$ cat config.mk
export PLATFORM = sky130hd
export DESIGN_NAME = coord_scan_gen
export DESIGN_NICKNAME = d
export VERILOG_FILES = /design/src/rtl/coord_scan_gen.sv
export SDC_FILE = /design/constraint.sdc
export NUM_CORES = 1
export LEC_CHECK = 0
export ABC_AREA = 1
export BUFFER_PORTS_ARGS = -buffer_cell sky130_fd_sc_hd__buf_2
export CAP_MARGIN = 15
export CORE_MARGIN = 2
export CORE_UTILIZATION = 30
export CTS_BUF_LIST = sky130_fd_sc_hd__clkbuf_16
export DETAILED_ROUTE_END_ITERATION = 10
export PLACE_DENSITY = 0.55
export SYNTH_ARGS = -nofsm -noshare
export SYNTH_HDL_FRONTEND = slang
export SYNTH_SLANG_ARGS = --single-unit
$ cat constraint.sdc
create_clock -name aclk -period 11.7 [get_ports aclk]
set_clock_uncertainty 0.1 [all_clocks]
set_input_delay 2.34 -clock aclk [delete_from_list [all_inputs] [get_ports aclk]]
set_output_delay 2.34 -clock aclk [all_outputs]
set_load 0.05 [all_outputs]
$ cat src/rtl/coord_scan_gen.sv
// Raster coordinate generator: walks an h_res x v_res grid in fixed-point steps,
// throttled by an in-flight credit count returned by the downstream pipeline.
module coord_scan_gen #(
  parameter int COORD_W      = 32,
  parameter int RES_W        = 16,
  parameter int MAX_INFLIGHT = 8,
  parameter int CNT_W        = $clog2(MAX_INFLIGHT+1)
) (
  input  logic               aclk,
  input  logic               areset,
  input  logic               enable,
  input  logic [RES_W-1:0]   cfg_h_res,
  input  logic [RES_W-1:0]   cfg_v_res,
  input  logic [COORD_W-1:0] cfg_step,
  input  logic               cfg_continuous,
  output logic [COORD_W-1:0] coord_x,
  output logic [COORD_W-1:0] coord_y,
  output logic               coord_valid,
  input  logic               coord_ready,
  output logic               coord_sof,
  output logic               coord_eol,
  input  logic               ret_valid,
  output logic [CNT_W-1:0]   inflight,
  output logic               frame_done,
  output logic               err_underflow
);

  typedef enum logic [1:0] {IDLE, RUN, DRAIN} state_t;

  typedef struct packed {
    logic [RES_W-1:0]   h_res;
    logic [RES_W-1:0]   v_res;
    logic [COORD_W-1:0] step;
  } shadow_t;

  localparam logic [CNT_W-1:0] MAX_CNT = CNT_W'(MAX_INFLIGHT);

  state_t           state, state_nxt;
  shadow_t          shd;
  logic [RES_W-1:0] col, row;
  logic [CNT_W-1:0] inflight_nxt;
  logic             hs, last_col, last_row, latch, drain_done, ret_ok;

  assign coord_valid = (state == RUN) && (inflight < MAX_CNT);
  assign hs          = coord_valid && coord_ready;
  assign last_col    = (col == shd.h_res - RES_W'(1));
  assign last_row    = (row == shd.v_res - RES_W'(1));
  assign coord_sof   = (state == RUN) && (col == '0) && (row == '0);
  assign coord_eol   = (state == RUN) && last_col;
  assign ret_ok      = ret_valid && (inflight != '0);

  // A return against an empty counter is dropped (flagged), never wraps the count.
  always_comb begin
    inflight_nxt = inflight;
    if (hs && !ret_ok)      inflight_nxt = inflight + CNT_W'(1);
    else if (!hs && ret_ok) inflight_nxt = inflight - CNT_W'(1);
  end

  always_comb begin
    state_nxt  = state;
    latch      = 1'b0;
    drain_done = 1'b0;
    case (state)
      IDLE: if (enable) begin
        state_nxt = RUN;
        latch     = 1'b1;
      end
      RUN: if (hs && last_col && last_row) state_nxt = DRAIN;
      DRAIN: if (inflight_nxt == '0) begin
        drain_done = 1'b1;
        if (cfg_continuous && enable) begin
          state_nxt = RUN;
          latch     = 1'b1;
        end else begin
          state_nxt = IDLE;
        end
      end
      default: state_nxt = IDLE;
    endcase
  end

  always_ff @(posedge aclk or posedge areset) begin
    if (areset) state <= IDLE;
    else        state <= state_nxt;
  end

  always_ff @(posedge aclk or posedge areset) begin
    if (areset) begin
      shd           <= '0;
      col           <= '0;
      row           <= '0;
      coord_x       <= '0;
      coord_y       <= '0;
      inflight      <= '0;
      frame_done    <= 1'b0;
      err_underflow <= 1'b0;
    end else begin
      inflight      <= inflight_nxt;
      frame_done    <= drain_done;
      err_underflow <= err_underflow | (ret_valid && (inflight == '0));
      if (latch) begin
        shd.h_res <= (cfg_h_res == '0) ? RES_W'(1) : cfg_h_res;
        shd.v_res <= (cfg_v_res == '0) ? RES_W'(1) : cfg_v_res;
        shd.step  <= cfg_step;
        col       <= '0;
        row       <= '0;
        coord_x   <= '0;
        coord_y   <= '0;
      end else if (hs) begin
        // Final pixel leaves position untouched; DRAIN holds it.
        if (!last_col) begin
          col     <= col + RES_W'(1);
          coord_x <= coord_x + shd.step;
        end else if (!last_row) begin
          col     <= '0;
          coord_x <= '0;
          row     <= row + RES_W'(1);
          coord_y <= coord_y + shd.step;
        end
      end
    end
  end

endmodule

==> results.md <==
* CP Capture Type: flop
* Final RePlAce weighted congestion at between 0.9 and 1
* Least-Margin Pin Slew at 1.05 ns
* PortBufs at between 100 and 150
* VDD IR-drop max at 164 uV
* Hold WS at roughly 0.38 ns
* R2R depth at 14
* R2r endpoint: shd[38]
* H-tree Lvls at 4
* Post-synth ARST share at 100%
* # fillers at 4,825
* Clk root buf: clkbuf_16
* N_diodes at 0
* Yosys warns at 0
* Critical R2R Launch: state[1]
* # IOs at 143
* EDFF count, synth at 0
* CTS tree: built
* Outcome: finished, final reports clean
* Fmax at 181 MHz
* PostCTS Resize Cnt at 0
* Die Wd at around 220 um
* Bufs on Longest Clock Path at 2
* Nets at ~2.2k
* Drt pass-1 iters at 8
* Slowest stage delay, CP at 0.56 ns
* Post-synthesis sequential area ratio at around 31%
* Power per cell area at slightly above 200 nW/um2
* Leakage power at approximately 8.3 nW
* Initial antenna violation count at 2
* Vias at roughly 13k
* Arrival time worst endpoint at between 5 and 6 ns
* Area contributors post-synth: dfrtp_1 (31%), nand2_1 (20%), nand3_1 (8.8%), ha_1 (6.5%), xor2_1 (5.3%)
* Maximum number of pins on one net before global-route repair at roughly 120
* Largest area contributor in the netlist: dfrtp_1
* Post-Route WL at 43,700 um
* First-pass GRT wire length at 69,600 um
* CP top delay family: buffers and inverters
* Setup CP Type: in -> reg
* Dpl hpwl at between 30,000 and 40,000 um
* Share of cells above drive strength 1 at around 10%
* CP max-delay cell: buf_4
* Unrepaired setup endpoints after global routing: false
* Worst reg2reg setup slack at roughly 7.6 ns
* CTS Buf Count at 17
* Routed vias/inst at approximately 5.0
* Most frequent cells in the layout: nand2_1 (698), nand3_1 (236), inv_1 (177)
* Core ar. at 44,200 um2
* Critical hold path startpoint: err_underflow
* Most common cell after layout, fill and taps aside: nand2_1
* Rows at 77
* Die Y-Extent at approximately 220 um
* Worst rel slew slack at between 30 and 40%
* Mapped Nets at between 2k and 2.5k
* Hold Vio Cnt, Final at 0
* Synth unique cells at 43
* Max-cap violation count at 0
* Initial DRC Count at between 900 and 1k
* Die ar. at around 46,000 um2
* Post-CTS Hold Buffers at 0
* Final min period at ~5.5 ns
* Clock Latency Late Sink at roughly 0.47 ns
* Vias in the first global route at 12.6k
* Cells after synthesis at ~2k
* Crit path launch type: input pin
* Cell area after synthesis at 13,400 um2
* Period utilization at roughly 47%
* Hold Path Sink: err_underflow
* Starting Density at between 30% and 40%
* DR WL/cell at approximately 16 um
* Pins Over Slew Limit at 0
* Min-delay worst type: reg -> reg
* Avg Cell Area, Syn at 6.70 um2
* GR Overflow Total at 0
* Hold-critical path depth at 1
* GRT Overall Usage at 18.9%
* Yosys top cell area share at a little under a third
* Worst Path Required at around 12 ns
* Detailed-route DRC error count at 0
* Worst-path clk slew at ~0.07 ns
* Synthesized flop and latch total at 168
* Crit path cell chain: buf_2 -> inv_1 -> nor3_4 -> buf_4 -> nand2_1 -> nand3_1 -> nand3_1 -> nor2_2 -> nand3_2 -> nand2_1 -> nand2_8 -> inv_2 -> buf_4 -> o21ai_0
* Critical path peak fanout at 115
* DRT antenna net count at 0
* Layout area overhead at 12.5%
* Worst path bufs/invs at 5
* # setup viols final at 0
* Post-CTS setup buffer count at 0
* CTS sink cnt at around 170
* Prevailing post-synth register cell: dfrtp_1
* Setup tns final at 0 ns
[registers in the layout, summed over array words and instances (netlist names)]
register / cells
col: 16
coord_y: 32
state: 2
row: 16
err_underflow: 1
coord_x: 32
shd: 64
inflight: 4
frame_done: 1
[power breakdown]
part           switching (mW)  leakage (nW)  internal, mW
Clock                   0.281         0.287         0.321
Combinational            1.11          5.83         0.501
Sequential              0.186          2.19         0.715
[metrics by stage]
| step | power, mW | cell area (um2) | utilization (%) | setup slack (ns) | cells |
|---|---|---|---|---|---|
| 4_1_cts | 3.13 | 15100 | 34.2 | 6.20 | 2708 |
| 3_3_place_gp | 2.50 | 14500 | 32.8 | 5.83 | 2676 |
| 5_1_grt | 3.38 | 15100 | 34.2 | 5.83 | 2708 |
| 6_report | 3.12 | 15100 | 34.2 | 6.17 | 2708 |
| 2_1_floorplan | 2.08 | 13400 | - | 4.71 | 2005 |
| 3_5_place_dp | 2.51 | 14500 | 32.8 | 5.70 | 2676 |
[layer usage]
layer | part of all wire (%) | track usage (%) | vias up | wire [um]
met2 | 44 | 30.1 | 358 | 19400
met3 | 5.6 | 3.76 | 56 | 2470
li1 | - | - | 6759 | -
met1 | 47 | 25.6 | 6246 | 20700
met4 | 2.6 | 6.02 | 4 | 1150
met5 | 0.069 | 0 | - | 30
[how the worst max path moves through the flow]
| stage | cells after the start | start | end |
|---|---|---|---|
| after floorplan | 1 | areset | col[0] |
| after detailed placement | 14 | coord_ready | shd[33] |
| after CTS | 14 | coord_ready | shd[51] |
| after global placement | 14 | coord_ready | shd[55] |
| after global routing | 14 | coord_ready | shd[51] |
| final | 14 | coord_ready | shd[38] |
[cell usage after synthesis, types with 6 or more instances]
cell	instances
buf_6	15
nor2_2	9
nand4_1	66
o21ai_0	56
nand3_1	237
o21bai_1	11
nor3_1	26
inv_1	178
dfrtp_1	168
buf_4	8
xnor2_1	16
ha_1	70
buf_2	31
clkbuf_1	7
nand3b_1	9
inv_2	6
nor4_1	24
nand2_2	9
xor2_1	81
nor2_1	146
nand2_1	698
a21oi_1	87
[cell families after synthesis]
| logic type | synth area share [%] |
|---|---|
| and+or+nand+nor | 40.0 |
| AOI/OAI and AO/OA | 7.01 |
| buffers and inverters | 8.50 |
| DFF | 31.3 |
| adders and majority gates | 6.82 |
| xor gates and xnor gates | 6.33 |
[area by class of cell]
cell class                 instances  area [um2]  area share, %
multi-input combinational       1583        8110           53.7
sequential                       168        4200           27.8
timing repair buffer             149         763           5.05
tap                              592         741           4.90
inverter                         184         696           4.61
clock buffer                      17         425           2.82
clock inverter                    15         168           1.11
No activity file was read; power rests on OpenSTA's default activity.
